$ cat config.mk
export PLATFORM = sky130hd
export DESIGN_NAME = issue_ctrl
export DESIGN_NICKNAME = d
export VERILOG_FILES = /design/src/rtl/issue_ctrl.sv
export SDC_FILE = /design/constraint.sdc
export NUM_CORES = 1
export LEC_CHECK = 0
export CORE_MARGIN = 4
export CORE_UTILIZATION = 55
export CTS_CLUSTER_SIZE = 12
export DETAILED_ROUTE_END_ITERATION = 12
export MAX_ROUTING_LAYER = met4
export PLACE_DENSITY = 0.85
export SLEW_MARGIN = 25
export SYNTH_ARGS = -nofsm -noshare
export SYNTH_HDL_FRONTEND = slang
export SYNTH_SLANG_ARGS = --single-unit
$ cat constraint.sdc
create_clock -name clk -period 9.7 [get_ports clk]
set_input_delay 1.94 -clock clk [delete_from_list [all_inputs] [get_ports clk]]
set_output_delay 1.94 -clock clk [all_outputs]
set_load 0.03 [all_outputs]
$ cat src/rtl/issue_ctrl.sv
// Dual-issue controller: scoreboard hazard check on the two FIFO head entries,
// pairing rules for slot 1, and a registered issue stage with stall/flush.
package issue_ctrl_pkg;
  typedef struct packed {
    logic [1:0][4:0] r_reg;
    logic [4:0]      w_reg;
  } reg_info_t;

  typedef struct packed {
    logic [31:0] payload;
    reg_info_t   register_info;
  } inst_t;

  localparam logic [1:0] CLS_ALU    = 2'b00;
  localparam logic [1:0] CLS_MUL    = 2'b01;
  localparam logic [1:0] CLS_LOAD   = 2'b10;
  localparam logic [1:0] CLS_SERIAL = 2'b11;
endpackage

module issue_ctrl
  import issue_ctrl_pkg::*;
#(
  parameter int LOAD_LAT = 2,
  parameter int MUL_LAT  = 1
) (
  input  logic            clk,
  input  logic            rst,
  input  inst_t     [1:0] inst_i,
  input  logic      [1:0] inst_valid_i,
  input  logic [1:0][1:0] inst_class_i,
  output logic      [1:0] issue_num_o,
  output logic            backend_stall_o,
  input  logic            exec_stall_i,
  input  logic            flush_i,
  output inst_t     [1:0] issue_inst_o,
  output logic      [1:0] issue_valid_o
);

  logic [1:0]  cnt_q [32];
  logic [1:0]  cnt_d [32];
  logic [31:0] busy;
  logic [1:0]  src_haz;
  logic [1:0]  sets_cnt;
  logic [1:0][1:0] lat;
  logic        issue0;
  logic        issue1;
  logic        pair_ok;
  inst_t [1:0] issue_inst_q, issue_inst_d;
  logic  [1:0] issue_valid_q, issue_valid_d;

  // r0 is hardwired zero, so it can never be a hazard even if a count leaked in.
  genvar gi;
  generate
    for (gi = 0; gi < 32; gi++) begin : g_busy
      if (gi == 0) begin : g_r0
        assign busy[gi] = 1'b0;
      end else begin : g_rn
        assign busy[gi] = (cnt_q[gi] != 2'd0);
      end
    end

    for (gi = 0; gi < 2; gi++) begin : g_slot
      assign src_haz[gi] =
        ((inst_i[gi].register_info.r_reg[0] != 5'd0) && busy[inst_i[gi].register_info.r_reg[0]]) ||
        ((inst_i[gi].register_info.r_reg[1] != 5'd0) && busy[inst_i[gi].register_info.r_reg[1]]);
      assign sets_cnt[gi] = (inst_i[gi].register_info.w_reg != 5'd0) &&
                            ((inst_class_i[gi] == CLS_LOAD) || (inst_class_i[gi] == CLS_MUL));
      assign lat[gi] = (inst_class_i[gi] == CLS_LOAD) ? 2'(LOAD_LAT) : 2'(MUL_LAT);
    end
  endgenerate

  always_comb begin
    pair_ok = 1'b1;
    if ((inst_i[0].register_info.w_reg != 5'd0) &&
        ((inst_i[0].register_info.w_reg == inst_i[1].register_info.r_reg[0]) ||
         (inst_i[0].register_info.w_reg == inst_i[1].register_info.r_reg[1])))
      pair_ok = 1'b0;
    if ((inst_class_i[0] == CLS_SERIAL) || (inst_class_i[1] == CLS_SERIAL))
      pair_ok = 1'b0;
    if ((inst_class_i[0] == CLS_LOAD) && (inst_class_i[1] == CLS_LOAD))
      pair_ok = 1'b0;
    if ((inst_class_i[0] == CLS_MUL) && (inst_class_i[1] == CLS_MUL))
      pair_ok = 1'b0;
  end

  assign issue0 = inst_valid_i[0] && !src_haz[0] && !exec_stall_i && !flush_i;
  assign issue1 = issue0 && inst_valid_i[1] && !src_haz[1] && pair_ok;

  assign issue_num_o     = rst ? 2'd0 : (issue1 ? 2'd2 : (issue0 ? 2'd1 : 2'd0));
  assign backend_stall_o = exec_stall_i | flush_i;

  // Slot 1 is applied after slot 0 so it wins a shared destination.
  always_comb begin
    for (int i = 0; i < 32; i++) cnt_d[i] = cnt_q[i];
    if (flush_i) begin
      for (int i = 0; i < 32; i++) cnt_d[i] = 2'd0;
    end else if (!exec_stall_i) begin
      for (int i = 0; i < 32; i++)
        if (cnt_q[i] != 2'd0) cnt_d[i] = cnt_q[i] - 2'd1;
      if (issue0 && sets_cnt[0]) cnt_d[inst_i[0].register_info.w_reg] = lat[0];
      if (issue1 && sets_cnt[1]) cnt_d[inst_i[1].register_info.w_reg] = lat[1];
    end
  end

  always_comb begin
    issue_inst_d  = issue_inst_q;
    issue_valid_d = issue_valid_q;
    if (!exec_stall_i) begin
      issue_inst_d  = inst_i;
      issue_valid_d = {issue1, issue0};
    end
    if (flush_i) issue_valid_d = 2'b00;
  end

  always_ff @(posedge clk or posedge rst) begin
    if (rst) begin
      for (int i = 0; i < 32; i++) cnt_q[i] <= 2'd0;
      issue_inst_q  <= '0;
      issue_valid_q <= 2'b00;
    end else begin
      for (int i = 0; i < 32; i++) cnt_q[i] <= cnt_d[i];
      issue_inst_q  <= issue_inst_d;
      issue_valid_q <= issue_valid_d;
    end
  end

  assign issue_inst_o  = issue_inst_q;
  assign issue_valid_o = issue_valid_q;

endmodule

# Yosys cells after proc, flatten, opt, wreduce, memory -nomap -nowiden
# Cells that the tools add are included.
# totals
regBits,160
in_bits,104
ramBits,0
latchBits,0
rom_bits,0
mem_count,0
# op_classes
n_bitwise,3
n_reduce_logical,67
n_div,0
n_shift,0
add_sub_neg,32
n_eq_ne,9
multipliers,0
mux,127
order_cmp,8
# op_table
op,n
64-bit 2-to-1 mux,6
2-bit 2-to-1 mux,104
64-bit bitwise mux,2
2-bit nonzero test,32
"2-bit by 1-bit subtractor with 2-bit output, second input constant",32
5-bit nonzero test,6
"5-bit by 6-bit < comparator with 1-bit output, second input constant",4
1-bit binary-select mux with 5-bit select,4
2-bit demux with 5-bit select,2
1-bit logical AND,19
"6-bit greater-or-equal comparator, second input constant",2
"6-bit by 1-bit < comparator with 1-bit output, second input constant",2
5-bit inverter with 6-bit output,2
5-bit equality test,2
1-bit 2-to-1 mux,9
"2-bit equality test, second input constant",4
1-bit logical OR,6
"2-bit by 1-bit equality test with 1-bit output, second input constant",2
1-bit logical NOT,4
"2-bit by 1-bit inequality test with 1-bit output, second input constant",1
1-bit bitwise OR,1

# Depth between registers and ports, before layout
# Gate-level depths: netlist of run 1.
# logic_depth
word_depth,17
mapped_depth,13
mapped_depth_nobuf,11

# Worst setup path after synthesis of run 1
# OpenSTA, ideal clock, no wires.
# synth_path
kind,input -> output
from,in rst
to,out issue_num_o[0]
cell_stages,2
required_ns,7.760
arrival_time_ns,5.932
slack_ns,1.828
path_cell_list,inv_1 -> and3_1
# synth_between
elab_chain_cells,1
# synth_lines
element,line_no,source
"start, declared",27,"input logic rst,"
2-bit 2-to-1 mux,89,assign issue_num_o = rst ? 2'd0 : (issue1 ? 2'd2 : (issue0 ? 2'd1 : 2'd0));
"end, declared",31,"output logic [1:0] issue_num_o,"
# Every way passes these cells.

# Worst setup path in the final report of run 1
# layout_path
from,in inst_i[11] (netlist bit)
to,out issue_num_o[1]
# layout_between
elab_chain_cells,13
word_cells_on_any_way,14
# layout_lines
element,line_no,source
"start, declared",28,"input inst_t [1:0] inst_i,"
1-bit binary-select mux with 5-bit select,65,((inst_i[gi].register_info.r_reg[1] != 5'd0) && busy[inst_i[gi].register_info.r_reg[1]]);
1-bit 2-to-1 mux (not written as such),65,
1-bit logical AND *,65,
1-bit logical OR *,64,((inst_i[gi].register_info.r_reg[0] != 5'd0) && busy[inst_i[gi].register_info.r_reg[0]]) ||
1-bit logical NOT *,86,assign issue0 = inst_valid_i[0] && !src_haz[0] && !exec_stall_i && !flush_i;
1-bit logical AND * (3 in a row),86,
1-bit logical AND * (3 in a row),87,assign issue1 = issue0 && inst_valid_i[1] && !src_haz[1] && pair_ok;
2-bit 2-to-1 mux * (2 in a row),89,
# Every way passes the cells marked *; elsewhere a longest branch is shown, timed or not. The select of a mux whose other input is x is not followed.

==> qor.yml, run 1 <==
worstPathRequired_ns: 7.76
dp_hpwl_um: 24400
pwr-share-seq_pct: 40.0
yosysSeqAreaShare_pct: 40.2
dp_cells: 1364
drt_iter0_drc: 1268
std_cell_rows: 48
stdcell_count: 1396
setup_viol: 0
cts_setup_buffers: 0
rsz0062_at_grt: "false"
clkSinkCount: 158
p_switching_uw: 582
skew_ns: 0.0116
finalPower_uw: 1800
place_area_sq_um: 11900
viasPerCell: 6.62
crit-reg2reg-launch: "cnt_q[14]$_DFFE_PP0P_"
antenna_cells: 0
clock_path_buffers: 2
area_growth_pct: 27.4
clk_pin_slew_worst_paths_ns: 0.07
postRouteWirelength_um: 34200
grt.overflow.total: 0
syn_area_sq_um: 9840
start_util_pct: 56.5
wl_per_cell_um: 24.5
setup.worst_path.start: "inst_i[11]"
synth_cells: 999
critPathArrivalTime_ns: 5.74
grtUsageTotal_pct: 35.0
grt_max_degree: 82
irDropWorstVdd_uv: 132
gp_congestion: 1.00
firstDrtPassIters: 6
slew_headroom_pct: 31.1
root_buffer: "clkbuf_16"
max_freq_mhz: 130
crit_type: "in2out"
fin_area_sq_um: 12500
io_pins: 203
core-area_sq_um: 17400
p_sw_share_pct: 32.4
hp-class: "reg2reg"
post-route-util_pct: 72.0
cp_max_fo: 22
antenna_found_initial: 0
power.density_nw_per_um2: 143
fp.dieArea_sq_um: 20100
cts_resized: 0
drive_above_1_share_pct: 16.7
hold_viol: 0
drc: 0
n_fill_cell: 1280
hold_start: "issue_valid_o[1]$_DFFE_PP0P_"
nNetsFinal: 1268
worstSetupEndpointType: "output pin"
synth.avg_cell_area_sq_um: 9.85
postCtsHoldBufs: 0
power.internal_uw: 1210
grt_pass1_wl_um: 52500
clk_latency_ns: 0.45
synth_seq_cells: 158
finalCriticalPeriod_ns: 7.68
critPathLaunchType: "primary input"
synthFlopType: "dfrtp_1"
die_x_um: 142
h-tree-depth: 4
cts_tree: "done"
status: "finished, final reports clean"
ys_async_sr_fraction_pct: 100
cap_violations: 0
cts_buffers: 17
fin_crit_sh_pct: 79.2
clkPwrFrac_pct: 37.9
p_leak_uw: 0.00481
maxSlewViolCount: 0
ant_nets: 0
synth_warnings: 0
yosysUniqueCellTypes: 70
vias: 9248
combPwrFrac_pct: 22.0
port_buffers: 202
tightest_slew_ns: 1.03
grt_pass1_vias: 9122
fin_tns_setup_ns: 0
synth_edf_count: 0
die_h_um: 142
synth_fp_nets: 1109
-- layer usage --
| layer | track usage, % | wire [um] | up-vias |
|---|---|---|---|
| li1 | - | - | 4045 |
| met1 | 45.0 | 13000 | 4468 |
| met2 | 54.5 | 16300 | 611 |
| met3 | 8.36 | 3580 | 124 |
| met4 | 12.4 | 1310 | 0 |
| met5 | - | 0 | - |
-- power groups by stage --
stage / Clock [uW] / Combinational (uW) / Sequential [uW]
after global routing: 713 / 414 / 723
final: 681 / 395 / 718
after global placement: 0 / 387 / 728
after CTS: 683 / 394 / 719
after detailed placement: 0 / 392 / 731
after floorplan: 0 / 136 / 810
-- cells in the mapped netlist, drive strengths merged (7+ instances only) --
cell type / n / area, sq um
nand2: 65 / 244
clkbuf: 51 / 191
mux2i: 25 / 250
o31ai: 9 / 67.6
nor2: 68 / 268
a31oi: 28 / 175
a21oi: 54 / 270
nor2b: 12 / 75.1
a22oi: 18 / 135
dfrtp: 158 / 3950
nor3b: 15 / 124
and3: 23 / 144
or2: 7 / 43.8
nand2b: 31 / 194
a32oi: 8 / 70.1
nand3: 30 / 150
a221o: 11 / 110
nor3: 38 / 221
nand3b: 12 / 90.1
xnor2: 9 / 78.8
o21ai: 62 / 310
o221ai: 12 / 123
buf: 25 / 131
inv: 24 / 90.1
nor4: 8 / 77.6
mux2: 98 / 1100
mux4: 22 / 495
-- critical path: stages --
cell and delay [ns]:
clkdlybuf4s50_1 0.91, or4b_1 0.49, o31ai_1 0.10, o31a_1 0.20
a221oi_2 0.09, or4_4 0.73, or2_1 0.45, nor2_1 0.15
clkdlybuf4s50_1 0.68
-- state kept, by name, indices dropped and copies added (netlist names) --
register / cells
issue_valid_o: 2
cnt_q: 62
issue_inst_o: 94
-- cell type report --
type,instances,area (sq um),share of cell area (%)
Multi-Input combinational cell,740,5480,43.7
Tap cell,225,282,2.25
Clock inverter,15,169,1.35
Timing Repair Buffer,216,2120,16.9
Inverter,25,98.8,0.788
Clock buffer,17,425,3.39
Sequential cell,158,3950,31.5
-- final timing paths --
path	slack, ns	endpoint	depth (start not counted)
min in group asynchronous	1.97	issue_valid_o[0]$_DFFE_PP0P_	2
worst max-delay path	2.02	issue_num_o[1]	9
max in group asynchronous	6.44	issue_inst_o[7]$_DFFE_PP0N_	3
worst min-delay path	0.48	issue_valid_o[1]$_DFFE_PP0P_	2
worst max register to register	5.64	cnt_q[33]$_DFFE_PP0P_	9
worst min register to register	0.48	issue_valid_o[1]$_DFFE_PP0P_	2
-- cells by family after synthesis --
family	count (synthesis)	share of synthesized area, %
flops	158	40.2
fa+ha+maj	6	0.763
simple gates	333	18.5
compound gates	247	16.8
buf+inv	101	4.23
mux	145	18.8
xor+xnor	9	0.801
-- layout by cell type, fill, tap and decap left out, types with 5 or more instances in the layout --
cell,netlist,routed
a21oi_1,54,54
a221o_1,11,11
a221oi_1,5,5
a22oi_1,18,18
a31oi_1,28,28
a32o_1,5,5
a32oi_1,8,8
and3_1,23,23
buf_4,6,15
clkbuf_16,0,17
clkdlybuf4s50_1,0,201
dfrtp_1,158,158
ha_1,6,5
inv_1,24,23
inv_6,0,5
inv_8,0,5
mux2_2,98,98
mux2i_1,25,25
mux4_2,22,22
nand2_1,65,65
nand2b_1,31,31
nand3_1,30,30
nand3b_1,12,12
nor2_1,65,64
nor2b_1,12,12
nor3_1,33,33
nor3b_1,14,14
nor4_1,5,5
o21a_1,6,6
o21ai_0,61,61
o221ai_1,11,11
o31ai_1,9,9
or2_2,5,5
or3_1,5,5
or3b_2,5,5
xnor2_1,9,9
-- metrics by stage --
| stage | hold WS [ns] | setup WS [ns] |
|---|---|---|
| 2_1_floorplan | 0.477 | 1.83 |
| 3_5_place_dp | 0.464 | 2.07 |
| 4_1_cts | 0.482 | 2.06 |
| 3_3_place_gp | 0.466 | 2.09 |
| 6_report | 0.476 | 2.02 |
| 5_1_grt | 0.518 | 1.84 |
No activity file was read; power rests on OpenSTA's default activity.
==> run 2, diff against run 1 <==
--- a/config.mk
+++ b/config.mk
@@ -6,11 +6,11 @@
 export NUM_CORES = 1
 export LEC_CHECK = 0
 export CORE_MARGIN = 4
-export CORE_UTILIZATION = 55
+export CORE_UTILIZATION = 47
 export CTS_CLUSTER_SIZE = 12
 export DETAILED_ROUTE_END_ITERATION = 12
 export MAX_ROUTING_LAYER = met4
-export PLACE_DENSITY = 0.85
+export PLACE_DENSITY = 0.77
 export SLEW_MARGIN = 25
 export SYNTH_ARGS = -nofsm -noshare
 export SYNTH_HDL_FRONTEND = slang
==> constraint.sdc (replaced) <==
create_clock -name clk -period 6.45 [get_ports clk]
set_input_delay 1.29 -clock clk [delete_from_list [all_inputs] [get_ports clk]]
set_output_delay 1.29 -clock clk [all_outputs]
set_load 0.03 [all_outputs]
==> qor.yml, run 2 (synthesized netlist as in run 1, its figures left out) <==
setup_viol: 0  # unchanged
drc: 0  # unchanged
grtUsageTotal_pct: 29.5  # was 35.0%
cts_buffers: 17  # unchanged
die_h_um: 153  # was 142 um
nNetsFinal: 1275  # was 1268
status: "finished, final reports clean"  # unchanged
n_fill_cell: 1715  # was 1280
p_sw_share_pct: 32.8  # was 32.4%
postCtsHoldBufs: 0  # unchanged
vias: 9373  # was 9248
ant_nets: 0  # unchanged
gp_congestion: 1.02  # was 1.00
critPathLaunchType: "primary input"  # unchanged
slew_headroom_pct: 32.4  # was 31.1%
drt_iter0_drc: 976  # was 1268
irDropWorstVdd_uv: 238  # was 132 uV
dp_hpwl_um: 23600  # was 24400 um
drive_above_1_share_pct: 17.6  # was 16.7%
cap_violations: 0  # unchanged
h-tree-depth: 4  # unchanged
io_pins: 203  # unchanged
power.density_nw_per_um2: 215  # was 143 nW/um^2
final_cell_mix: "clkdlybuf4s50_1 (199), dfrtp_1 (158), mux2_2 (98), nand2_1 (65), nor2_1 (64)"  # was clkdlybuf4s50_1 (201), dfrtp_1 (158), mux2_2 (98), nand2_1 (65), nor2_1 (64)
power.internal_uw: 1830  # was 1210 uW
rsz0062_at_grt: "false"  # unchanged
worstPathRequired_ns: 5.16  # was 7.76 ns
cts_tree: "done"  # unchanged
die_x_um: 153  # was 142 um
setup_ws_ns: 0.827  # was 2.02 ns
firstDrtPassIters: 5  # was 6
cts_resized: 0  # unchanged
crit_chain: "clkdlybuf4s50_1 > or3b_2 > a21oi_1 > o41ai_1 > a211oi_1 > o221ai_4 > or2_1 > nor2_1 > buf_4"  # was clkdlybuf4s50_1 > or4b_1 > o31ai_1 > o31a_1 > a221oi_2 > or4_4 > or2_1 > nor2_1 > clkdlybuf4s50_1
clk_pin_slew_worst_paths_ns: 0.08  # was 0.07 ns
finalPower_uw: 2730  # was 1800 uW
viasPerCell: 6.47  # was 6.62
crit_type: "in2out"  # unchanged
finalCriticalPeriod_ns: 5.62
clock_path_buffers: 2  # unchanged
antenna_found_initial: 1  # was 0
grt_pass1_vias: 9364  # was 9122
root_buffer: "clkbuf_16"  # unchanged
slowest_delay_ns: 0.93  # was 0.91 ns
tightest_slew_ns: 1.01  # was 1.03 ns
grt_pass1_wl_um: 52800  # was 52500 um
grt_max_degree: 159  # was 82
pre_cts_ws_ns: 0.936  # was 2.07 ns
cp_slowest_cell: "clkdlybuf4s50_1"  # unchanged
clkSinkCount: 158  # unchanged
clkPwrFrac_pct: 38.7  # was 37.9%
critPathTopFamily: "buffers and inverters"  # was simple AND/OR/NAND/NOR gates
area_growth_pct: 28.8  # was 27.4%
hold_viol: 0  # unchanged
start_util_pct: 48.2  # was 56.5%
skew_ns: 0.00763  # was 0.0116 ns
p_switching_uw: 896  # was 582 uW
postRouteWirelength_um: 34100  # was 34200 um
core-area_sq_um: 20400  # was 17400 sq um
critPathArrivalTime_ns: 4.33  # was 5.74 ns
clk_latency_ns: 0.44  # was 0.45 ns
final_common_cell: "clkdlybuf4s50_1"  # unchanged
fin_crit_sh_pct: 87.2
max_freq_mhz: 178
maxSlewViolCount: 0  # unchanged
largest_reg_flops: 94  # unchanged
std_cell_rows: 52  # was 48
worstSetupEndpointType: "output pin"  # unchanged
cp_max_fo: 16  # was 22
combPwrFrac_pct: 21.8  # was 22.0%
p_leak_uw: 0.00486  # was 0.00481 uW
wl_per_cell_um: 23.5  # was 24.5 um
fp.dieArea_sq_um: 23300  # was 20100 sq um
pwr-share-seq_pct: 39.5  # was 40.0%
path_buf_inv: 2  # unchanged
cts_setup_buffers: 0  # unchanged
grt.overflow.total: 0  # unchanged
fin_tns_setup_ns: 0  # unchanged
hp-class: "reg2reg"  # unchanged
port_buffers: 202  # unchanged
[run 2: final timing paths]
kind,startpoint,to,slack [ns],cells after the start
setup / recovery,inst_i[53],issue_num_o[1],0.83,9
hold / removal,issue_valid_o[1]$_DFFE_PP0P_,issue_valid_o[1]$_DFFE_PP0P_,0.48,2
setup reg to reg,cnt_q[6]$_DFFE_PP0P_,cnt_q[59]$_DFFE_PP0P_,2.37,9
hold reg to reg,issue_valid_o[1]$_DFFE_PP0P_,issue_valid_o[1]$_DFFE_PP0P_,0.48,2
max in group asynchronous,rst,cnt_q[18]$_DFFE_PP0P_,4.23,3
min in group asynchronous,rst,cnt_q[24]$_DFFE_PP0P_,1.36,3
[run 2: layout make-up]
class                      instances  area [sq um]  share of cell area [%]
timing repair buffer             223          2180                    17.2
inverter                          25          97.6                   0.769
sequential                       158          3950                    31.2
tap                              270           338                    2.66
multi-input combinational        740          5490                    43.3
antenna                            1          2.50                  0.0197
clock buffer                      17           425                    3.35
clock inverter                    15           188                    1.48
[run 2: per-layer routing]
| layer | routed length [um] | track usage (%) | up-vias |
|---|---|---|---|
| li1 | - | - | 4056 |
| met1 | 12900 | 35.6 | 4514 |
| met2 | 16200 | 46.0 | 648 |
| met3 | 3360 | 7.70 | 155 |
| met4 | 1670 | 14.4 | 0 |
| met5 | 0 | - | - |
[run 2: stage by stage]
| stage | hold WS (ns) | instance area, sq um | std cells | utilization, % |
|---|---|---|---|---|
| 6_report | 0.481 | 12700 | 1449 | 62.1 |
| 3_5_place_dp | 0.463 | 12100 | 1416 | 59.0 |
| 3_3_place_gp | 0.462 | 12100 | 1416 | 59.0 |
| 5_1_grt | 0.508 | 12700 | 1449 | 62.1 |
| 2_1_floorplan | 0.477 | 9850 | 999 | - |
| 4_1_cts | 0.482 | 12700 | 1448 | 62.0 |
[run 2: worst min-delay path: cells and delay by family (launching register included)]
family | cells | cell delay [ns]
AND/OR/NAND/NOR | 2 | 0.10
flip-flops | 1 | 0.35
[run 2: power by group through the flow]
stage / clock (uW) / combinational (uW) / sequential (uW)
detailed placement: 0 / 591 / 1100
global route: 1110 / 625 / 1090
global placement: 0 / 586 / 1090
finish: 1060 / 596 / 1080
CTS: 1070 / 594 / 1080
floorplan: 0 / 204 / 1220
==> run 3, diff against run 2 <==
--- a/config.mk
+++ b/config.mk
@@ -11,7 +11,7 @@
 export DETAILED_ROUTE_END_ITERATION = 12
 export MAX_ROUTING_LAYER = met4
 export PLACE_DENSITY = 0.77
-export SLEW_MARGIN = 25
+export SLEW_MARGIN = 0
 export SYNTH_ARGS = -nofsm -noshare
 export SYNTH_HDL_FRONTEND = slang
 export SYNTH_SLANG_ARGS = --single-unit
==> qor.yml, run 3 (synthesized netlist as in run 1, its figures left out) <==
postRouteWirelength_um: 34200  # was 34100 um
drc: 0  # unchanged
clock_path_buffers: 2  # unchanged
grt_max_degree: 159  # unchanged
largest_reg_flops: 94  # unchanged
setup_viol: 0  # unchanged
nNetsFinal: 1275  # unchanged
hp-class: "reg2reg"  # unchanged
hold_viol: 0  # unchanged
critPathLaunchType: "primary input"  # unchanged
skew_ns: 0.00694  # was 0.00763 ns
grt.overflow.total: 0  # unchanged
irDropWorstVdd_uv: 238  # about the same
ant_nets: 0  # unchanged
firstDrtPassIters: 5  # unchanged
root_buffer: "clkbuf_16"  # unchanged
n_fill_cell: 1719  # was 1715
antenna_found_initial: 1  # unchanged
area_growth_pct: 28.7  # was 28.8%
crit_chain: "clkdlybuf4s50_1 > or3b_2 > a21oi_1 > o41ai_1 > a211oi_1 > o221ai_4 > or2_1 > nor2_1 > buf_4"  # unchanged
status: "finished, final reports clean"  # unchanged
grt_pass1_vias: 9364  # unchanged
fp.dieArea_sq_um: 23300  # unchanged
cts_setup_buffers: 0  # unchanged
cap_violations: 0  # unchanged
rsz0062_at_grt: "false"  # unchanged
stdcell_count: 1449  # unchanged
grtUsageTotal_pct: 29.5  # unchanged
maxSlewViolCount: 0  # unchanged
multi_input_area_sq_um: 5480  # was 5490 sq um
drive_above_1_share_pct: 17.4  # was 17.6%
viasPerCell: 6.50  # was 6.47
h-tree-depth: 4  # unchanged
fin_tns_setup_ns: 0  # unchanged
clk_latency_ns: 0.44  # about the same
r2r_slack_ns: 2.35  # was 2.37 ns
r2r_cells: 9  # unchanged
slowest_delay_ns: 0.92  # was 0.93 ns
start_util_pct: 48.2  # unchanged
postCtsHoldBufs: 0  # unchanged
gp_congestion: 1.02  # unchanged
final_cell_mix: "clkdlybuf4s50_1 (199), dfrtp_1 (158), mux2_2 (98), nand2_1 (65), nor2_1 (64)"  # unchanged
wl_per_cell_um: 23.6  # was 23.5 um
max_freq_mhz: 179  # was 178 MHz
port_buffers: 202  # unchanged
cts_buffers: 17  # unchanged
std_cell_rows: 52  # unchanged
vias: 9419  # was 9373
tightest_slew_ns: 1.19  # was 1.01 ns
core-area_sq_um: 20400  # unchanged
cp_slowest_cell: "clkdlybuf4s50_1"  # unchanged
final_common_cell: "clkdlybuf4s50_1"  # unchanged
drt_iter0_drc: 986  # was 976
cts_tree: "done"  # unchanged
dp_hpwl_um: 23600  # unchanged
slew_headroom_pct: 20.5  # was 32.4%
hold_start: "issue_valid_o[1]$_DFFE_PP0P_"  # unchanged
cp_max_fo: 16  # unchanged
die_x_um: 153  # unchanged
fin_crit_sh_pct: 86.8  # was 87.2%
regArea_sq_um: 3950  # unchanged
finalCriticalPeriod_ns: 5.60  # was 5.62 ns
clk_pin_slew_worst_paths_ns: 0.08  # about the same
timing.rr.end: "cnt_q[27]$_DFFE_PP0P_"  # was cnt_q[59]$_DFFE_PP0P_
cts_resized: 0  # unchanged
io_pins: 203  # unchanged
worstSetupEndpointType: "output pin"  # unchanged
power.density_nw_per_um2: 215  # about the same
grt_pass1_wl_um: 52800  # unchanged
dp_cells: 1416  # unchanged
die_h_um: 153  # unchanged
crit_type: "in2out"  # unchanged
critPathArrivalTime_ns: 4.31  # was 4.33 ns
clkSinkCount: 158  # unchanged
p_leak_uw: 0.00486  # about the same
hold-path-endpoint: "issue_valid_o[1]$_DFFE_PP0P_"  # unchanged
whs_path_depth: 2  # unchanged
worstPathRequired_ns: 5.16  # about the same
crit-reg2reg-launch: "cnt_q[6]$_DFFE_PP0P_"  # unchanged
[run 3: routing by layer]
metal / track usage (%) / wire [um] / share of wire [%]
met5: - / 0 / 0
met4: 14.4 / 1820 / 5.3
met2: 46.0 / 16100 / 47
met3: 7.70 / 3320 / 9.7
met1: 35.6 / 13000 / 38
[run 3: area by class of cell]
cell class / instances / area share, %
antenna: 1 / 0.0197
clock buffer: 17 / 3.36
clock inverter: 15 / 1.48
inverter: 25 / 0.770
multi-input combinational: 740 / 43.3
sequential: 158 / 31.2
tap: 270 / 2.67
timing repair buffer: 223 / 17.2
[run 3: power by group]
group	leakage, uW	switching [uW]	internal [uW]	total [uW]
combinational	0.00257	340	255	595
clock	0.000295	525	530	1050
sequential	0.00199	29.2	1050	1080
total	0.00486	894	1830	2730
[run 3: critical path, delay by kind of cell]
kind	cells	cell delay, ns
AOI/OAI and AO/OA	4	0.98
buffers and inverters	2	1.09
and+or+nand+nor	3	0.94
[run 3: worst max path at each step]
| stage | from | endpoint | slack (ns) | cells after the start |
|---|---|---|---|---|
| 2_1_floorplan | rst | issue_num_o[0] | 0.98 | 2 |
| 3_3_place_gp | inst_i[53] | issue_num_o[1] | 0.97 | 9 |
| 3_5_place_dp | inst_i[10] | issue_num_o[1] | 0.94 | 9 |
| 4_1_cts | inst_i[53] | issue_num_o[1] | 0.86 | 9 |
| 5_1_grt | inst_i[53] | issue_num_o[1] | 0.72 | 9 |
| 6_report | inst_i[53] | issue_num_o[1] | 0.85 | 9 |
[run 3: stage by stage]
stage	instance area, sq um	util, %	setup slack (ns)	total power [uW]	hold slack (ns)
finish	12700	62.0	0.849	2730	0.481
global route	12700	62.0	0.718	2820	0.508
CTS	12700	62.0	0.862	2740	0.482
detailed placement	12100	59.0	0.936	1690	0.463
global placement	12100	59.0	0.972	1680	0.462
floorplan	9850	-	0.982	1420	0.477
